<file path="src/rtl/alu_pkg.sv">
// Shared ALU definitions: operation encoding and datapath width.
// Imported by alu_64 and by every requester that drives its funct/operand interface.
package alu_pkg;

  localparam int ALU_WIDTH = 64;

  typedef enum logic [2:0] {
    SUM         = 3'd0,
    SHIFT_LEFT  = 3'd1,
    SUB         = 3'd2,
    LOAD        = 3'd3,
    XOR         = 3'd4,
    SHIFT_RIGHT = 3'd5,
    NOT         = 3'd6,
    AND         = 3'd7
  } alu_funct_e;

endpackage

</file>
<file path="src/rtl/mul_booth_64.sv">
// Radix-2 Booth signed 64x64 multiplier driving an external alu_64; done 65 cycles after accept,
// start ignored while busy (ready=0). Optional high product port under MUL_HIGH_EN.
module mul_booth_64
  import alu_pkg::*;
#(
  parameter int WIDTH = ALU_WIDTH
) (
  input  logic             clk,
  input  logic             reset,
  input  logic             start,
  input  logic [WIDTH-1:0] a,
  input  logic [WIDTH-1:0] b,
  output logic             ready,
  output logic             done,
  output logic [WIDTH-1:0] product_lo,
`ifdef MUL_HIGH_EN
  output logic [WIDTH-1:0] product_hi,
`endif
  output logic [2:0]       alu_funct,
  output logic [WIDTH-1:0] alu_a,
  output logic [WIDTH-1:0] alu_b,
  input  logic [WIDTH-1:0] alu_result,
  input  logic             alu_overflow
);

  typedef enum logic [1:0] {
    IDLE = 2'd0,
    RUN  = 2'd1,
    DONE = 2'd2
  } mul_state_e;

  mul_state_e state;
  logic [WIDTH-1:0] acc;
  logic [WIDTH-1:0] q;
  logic             q_m1;
  logic [WIDTH-1:0] m;
  logic [5:0]       cnt;
  alu_funct_e       funct_sel;
  logic             s;

  // Booth step request; the ALU only sees live operands while running.
  always_comb begin
    funct_sel = SUM;
    alu_a     = '0;
    alu_b     = '0;
    if (state == RUN) begin
      alu_a = acc;
      case ({q[0], q_m1})
        2'b01: alu_b = m;
        2'b10: begin
          funct_sel = SUB;
          alu_b     = m;
        end
        default: alu_b = '0;
      endcase
    end
  end

  assign alu_funct = funct_sel;

  // True sign of the 65-bit sum, so m = -2^63 shifts in the correct bit.
  assign s = alu_result[WIDTH-1] ^ alu_overflow;

  always_ff @(posedge clk) begin
    if (reset) begin
      state <= IDLE;
      acc   <= '0;
      q     <= '0;
      q_m1  <= 1'b0;
      m     <= '0;
      cnt   <= '0;
      ready <= 1'b1;
      done  <= 1'b0;
    end else begin
      case (state)
        IDLE: begin
          if (start) begin
            m     <= a;
            q     <= b;
            acc   <= '0;
            q_m1  <= 1'b0;
            cnt   <= '0;
            ready <= 1'b0;
            state <= RUN;
          end
        end
        RUN: begin
          acc  <= {s, alu_result[WIDTH-1:1]};
          q    <= {alu_result[0], q[WIDTH-1:1]};
          q_m1 <= q[0];
          cnt  <= cnt + 6'd1;
          if (cnt == 6'(WIDTH - 1)) begin
            done  <= 1'b1;
            state <= DONE;
          end
        end
        DONE: begin
          done  <= 1'b0;
          ready <= 1'b1;
          state <= IDLE;
        end
        default: begin
          done  <= 1'b0;
          ready <= 1'b1;
          state <= IDLE;
        end
      endcase
    end
  end

  assign product_lo = q;
`ifdef MUL_HIGH_EN
  assign product_hi = acc;
`endif

endmodule

</file>
<file path="config.mk">
export PLATFORM = sky130hd
export DESIGN_NAME = mul_booth_64
export DESIGN_NICKNAME = d
export VERILOG_FILES = /design/src/rtl/alu_pkg.sv /design/src/rtl/mul_booth_64.sv
export SDC_FILE = /design/constraint.sdc
export NUM_CORES = 1
export LEC_CHECK = 0
export CAP_MARGIN = 10
export CORE_AREA = 2 2 154 156
export DETAILED_ROUTE_END_ITERATION = 7
export DIE_AREA = 0 0 156 158
export PLACE_DENSITY = 0.74
export SYNTH_ARGS = -nofsm -noshare
export SYNTH_HDL_FRONTEND = slang
export SYNTH_SLANG_ARGS = --single-unit
</file>
<file path="constraint.sdc">
create_clock -name clk -period 4.1 [get_ports clk]
set_input_delay 1.23 -clock clk [delete_from_list [all_inputs] [get_ports clk]]
set_output_delay 1.23 -clock clk [all_outputs]
set_load 0.01 [all_outputs]
</file>
* Yosys cells after proc, flatten, opt, wreduce, memory -nomap -nowiden
Index checks and enable logic that the tools add are counted.
Cells by class: multiplexer cells 19, add/subtract/negate cells 1, equal/unequal tests 6, reduce and logical (&&, ||, !) cells 8, bitwise logic cells 3
Operator list (count):
- two-way mux 64 bit | 5
- case mux 64 bit (2 select lines) | 2
- case mux 6 bit (2 select lines) | 1
- AND reduction 2 bit | 5
- two-way mux 2 bit | 4
- adder 6 x 1 -> 6 bit (second input constant) | 1
- equality test 6 bit (second input constant) | 1
- two-way mux 6 bit | 1
- case mux 1 bit (2 select lines) | 3
- equality test 2 x 1 -> 1 bit (second input constant) | 2
- case mux 2 bit (2 select lines) | 1
- equality test 2 bit (second input constant) | 1
- logical NOT 2 bit | 1
- two-way mux 1 bit | 2
- != test 2 x 1 -> 1 bit (second input constant) | 1
- != test 2 bit (second input constant) | 1
- inverter 1 bit | 2
- nonzero test 2 bit | 1
- OR reduction 2 bit | 1
- XOR 1 bit | 1
Word-level totals: word-level logic and storage cells 45, output and inout bits 197, flip-flop bits (word level) 203, input port bits 196

* Logic depth before layout (Yosys ltp)
Gate-level depths: netlist (run 1).
depth in word-level cells 4, mapped depth 7, depth with buffers taken out 4

* Worst setup path after synthesis (run 1)
OpenSTA, ideal clock, no wires.
kind flip-flop to output port, start register q[0], in the netlist product_lo[0], end output port alu_b[10], cell stages (with the launch flop) 5, arrival time 1.247 ns, setup slack 1.623 ns, cells stage by stage dfxtp_1 ha_1 nor2_4 clkbuf_1 and2_1
Between the ends: word-level cells in the longest chain between the ends 4, elaborated cells on any way between the ends 5, classes of those cells 2 x eq/ne; 2 x mux; 1 x reduce/logical
RTL lines:
- start: declaration | line mul_booth_64.sv:34 | logic [WIDTH-1:0] q;
- start signal: assignment | line mul_booth_64.sv:89 | q <= {alu_result[0], q[WIDTH-1:1]};
- equality test 2 bit / equality test 2 x 1 -> 1 bit (equally long branches) | line mul_booth_64.sv:48 | case ({q[0], q_m1})
- OR reduction 2 bit (no line) (*)
- two-way mux 64 bit (*) | line mul_booth_64.sv:48
- two-way mux 64 bit (*) | line mul_booth_64.sv:46 | if (state == RUN) begin
- end: declaration | line mul_booth_64.sv:21 | output logic [WIDTH-1:0] alu_b,
Mark *: on every way between the ends. The rest lies on a longest branch, timed or not.

* Worst setup path in the final report (run 1)
start register state[0], end output port alu_a[57]
Between the ends: word-level cells in the longest chain between the ends 2
RTL lines:
- start: declaration | line mul_booth_64.sv:32 | mul_state_e state;
- start signal: assignment | line mul_booth_64.sv:66 | state <= IDLE;
- start signal: assignment | line mul_booth_64.sv:84 | state <= RUN;
- start signal: assignment | line mul_booth_64.sv:94 | state <= DONE;
- equality test 2 x 1 -> 1 bit | line mul_booth_64.sv:46
- two-way mux 64 bit | line mul_booth_64.sv:46
- end: declaration | line mul_booth_64.sv:20 | output logic [WIDTH-1:0] alu_a,
No other way between the ends.

==> impl_metrics.toml, run 1 <==
[run_status]
status = "finished, final reports clean"

[clock_network]
cts_buffer_depth = 3
clock_latency_ns = 0.51
path_clk_slew_ns = 0.06
cts.sinks = 203
cts_buffers = 24
htreeDepth = 1
cts_tree = "built"
cts-root-buf = "clkbuf_16"
holdBufCountCts = 0
cts_setup_buffers = 0
cts.repair.resized = 0

[synth]
netlist-cell-type-count = 32
synth_area_leader_cell = "dfxtp_1"
avgSynthCellArea_sq_um = 7.66
netlist_instances = 1118
synth_ff_type = "dfxtp_1"
seq_area_frac_synth_pct = 47.5
ys_ff_latch = 203
yosysWarnings = 0
yosys.area.top_type_share_pct = 47.5
yosys-top-cells-area = "dfxtp_1 47%, and2_1 9.4%, nand2_1 8.9%, nor2_1 8.5%, a21oi_1 7.7%"
synth_edf_count = 0
async_flop_share_pct = 0
netlist_area_sq_mm = 0.00856

[setup_path]
cp-end-kind = "output port"
path_cells = "nor2b_4, buf_12, and2_1, clkdlybuf4s50_1"
setup.worst_path.start = "state[0]"
cp-start-kind = "flip-flop"
cp_slowest_cell = "nor2b_4"
path_class = "reg -> out"
r2r_start = "state[1]"
r2r_slack_ns = 1.58
r2r_cells = 5
endpoint = "alu_a[57]"
crit_fanout = 31
reg2reg_to = "product_lo[10]"
crit_path_max_incr_delay_ns = 0.64
crit_required_ns = 2.87
critPathArrivalTime_ns = 2.68

[floorplan]
dieHeight_um = 158
fp-row-count = 56
core_sq_mm = 0.0231
start_util_pct = 37.1
dieArea_sq_mm = 0.0246
die_width_um = 156
pin_count = 393

[grt]
grt_pass1_vias = 7991
grt_max_degree = 100
antenna_found_initial = 0
grt-ovfl-total = 0
grt_pass1_wl_um = 41900
grt_use_total_pct = 20.7

[final_layout]
drive_gt1_share_pct = 4.62
layout_common_cells = "389 x clkdlybuf4s50_1, 203 x dfxtp_1, 202 x nand2_1"
stdcell_count = 1761
finalInstanceArea_sq_mm = 0.0133
layout_commonest_cell = "clkdlybuf4s50_1"
fin_nets = 1653
diodes = 0
fillers = 2084
area_growth_pct = 55.6

[timing]
fin_crit_sh_pct = 95.4
setup_viol = 0
rsz0062_at_grt = "false"
fmax_mhz = 256
tightestPinTransition_ns = 1.08
finalHoldViolCount = 0
relSlewSlack_pct = 28.0
drv_slew = 0
fin_tns_setup_ns = 0
fin_crit_ns = 3.91
finClkSkew_ns = 0.0115

[routing]
wl_per_cell_um = 15.4
wl_um = 27200
drtIter0Drc = 518
vias = 8743
detail-route-antenna-nets = 0
dr.pass1.iters = 4
drc = 0
vias_per_cell = 4.96

[power_and_ir_drop]
p_clk_share_pct = 40.1
cellPowerDensity_mw_per_mm2 = 383
swShare_pct = 25.9
power_frac_seq_pct = 43.1
internal_power_w = 0.00378
leakagePower_nw = 5.09
p_switching_w = 0.00132
ir_drop_mv = 0.370
combPwrFrac_pct = 16.8

[flow_run]
max-cap-violations = 0

[placed_design]
port_buffers = 390
gp_congestion = 0.833
placed_cell_area_sq_mm = 0.0126
dp_cells = 1719
dp_hpwl_um = 18300

[min_path]
hp-start = "m[29]"
hold_path.class = "reg -> reg"
-- cell families (layout without fill, tap and decap cells) --
logic type	Yosys count	count (layout)	synth area share (%)
AOI/OAI and AO/OA	142	142	8.68
adders and majority gates	2	2	0.292
and+or+nand+nor	669	669	36.8
DFF	203	203	47.5
other	1	2	0.0438
buffers and inverters	99	451	6.50
muxes	1	1	0.117
xor gates and xnor gates	1	1	0.102
-- per-layer routing --
layer | vias to the layer above | GRT usage [%] | part of all wire (%)
met2 | 321 | 34.7 | 47
met4 | 0 | 7.16 | 3.4
met5 | - | 0 | 0
met3 | 64 | 6.38 | 8.4
met1 | 4033 | 25.3 | 41
li1 | 4325 | - | -
-- through the flow --
step / worst slack, ns / power [W] / utilization, % / hold WS (ns)
after floorplan: 1.62 / 0.00264 / - / 0.432
after global placement: 0.784 / 0.00309 / 54.5 / 0.437
after detailed placement: 0.701 / 0.00310 / 54.5 / 0.442
after CTS: 0.159 / 0.00516 / 57.8 / 0.450
after global routing: 0.0492 / 0.00532 / 57.8 / 0.467
final: 0.190 / 0.00510 / 57.8 / 0.446
-- synthesized netlist by cell type, drive strengths merged, types with 2 or more instances --
| cell | count |
|---|---|
| inv | 2 |
| and2 | 129 |
| nor4 | 65 |
| or3 | 2 |
| a21oi | 133 |
| a31oi | 2 |
| buf | 59 |
| dfxtp | 203 |
| nor2 | 195 |
| o21ai | 2 |
| ha | 2 |
| nand3 | 71 |
| nand2 | 202 |
| clkbuf | 38 |
-- flip-flops by register name, summed over array words and instances, names as in the netlist --
signal,cells
acc,64
cnt,6
done,1
m,64
product_lo,64
q_m1,1
ready,1
state,2
-- area by class of cell --
class / instances / area (sq um) / share of cell area (%)
repair buffers: 407 / 4160 / 31.2
flip-flops and latches: 203 / 4060 / 30.5
multi-input cells: 817 / 3970 / 29.8
clock buffers: 37 / 731 / 5.49
well taps: 290 / 363 / 2.72
clock inverters: 5 / 28.8 / 0.216
inverters: 2 / 7.51 / 0.0564
-- power groups by stage --
stage          sequential, W  combinational (W)  clock, W
2_1_floorplan        0.00225           0.000391         0
3_3_place_gp         0.00224           0.000847         0
3_5_place_dp         0.00224           0.000857         0
4_1_cts              0.00220           0.000862   0.00209
5_1_grt              0.00222           0.000935   0.00217
6_report             0.00220           0.000855   0.00205
-- worst min-delay path by stage --
stage	slack, ns	end	cells after the start
floorplan	0.43	m[0]	2
global placement	0.44	m[46]	2
detailed placement	0.44	m[29]	2
CTS	0.45	m[29]	2
global route	0.47	m[18]	2
finish	0.45	m[29]	2
-- critical path: cells and delay by family (launching register included) --
family,cells,cell delay (ns)
simple gates,2,0.79
buf+inv,2,0.79
flops,1,0.57
Note: power is estimated with default switching activity, not from simulation.
==> run 2: changes to the inputs <==
HOLD_SLACK_MARGIN = 0.12   (was unset)
SLEW_MARGIN = 0   (was unset)
==> results of run 2 <==
No change in the layout: final DEF, timing and power equal those of run 1.
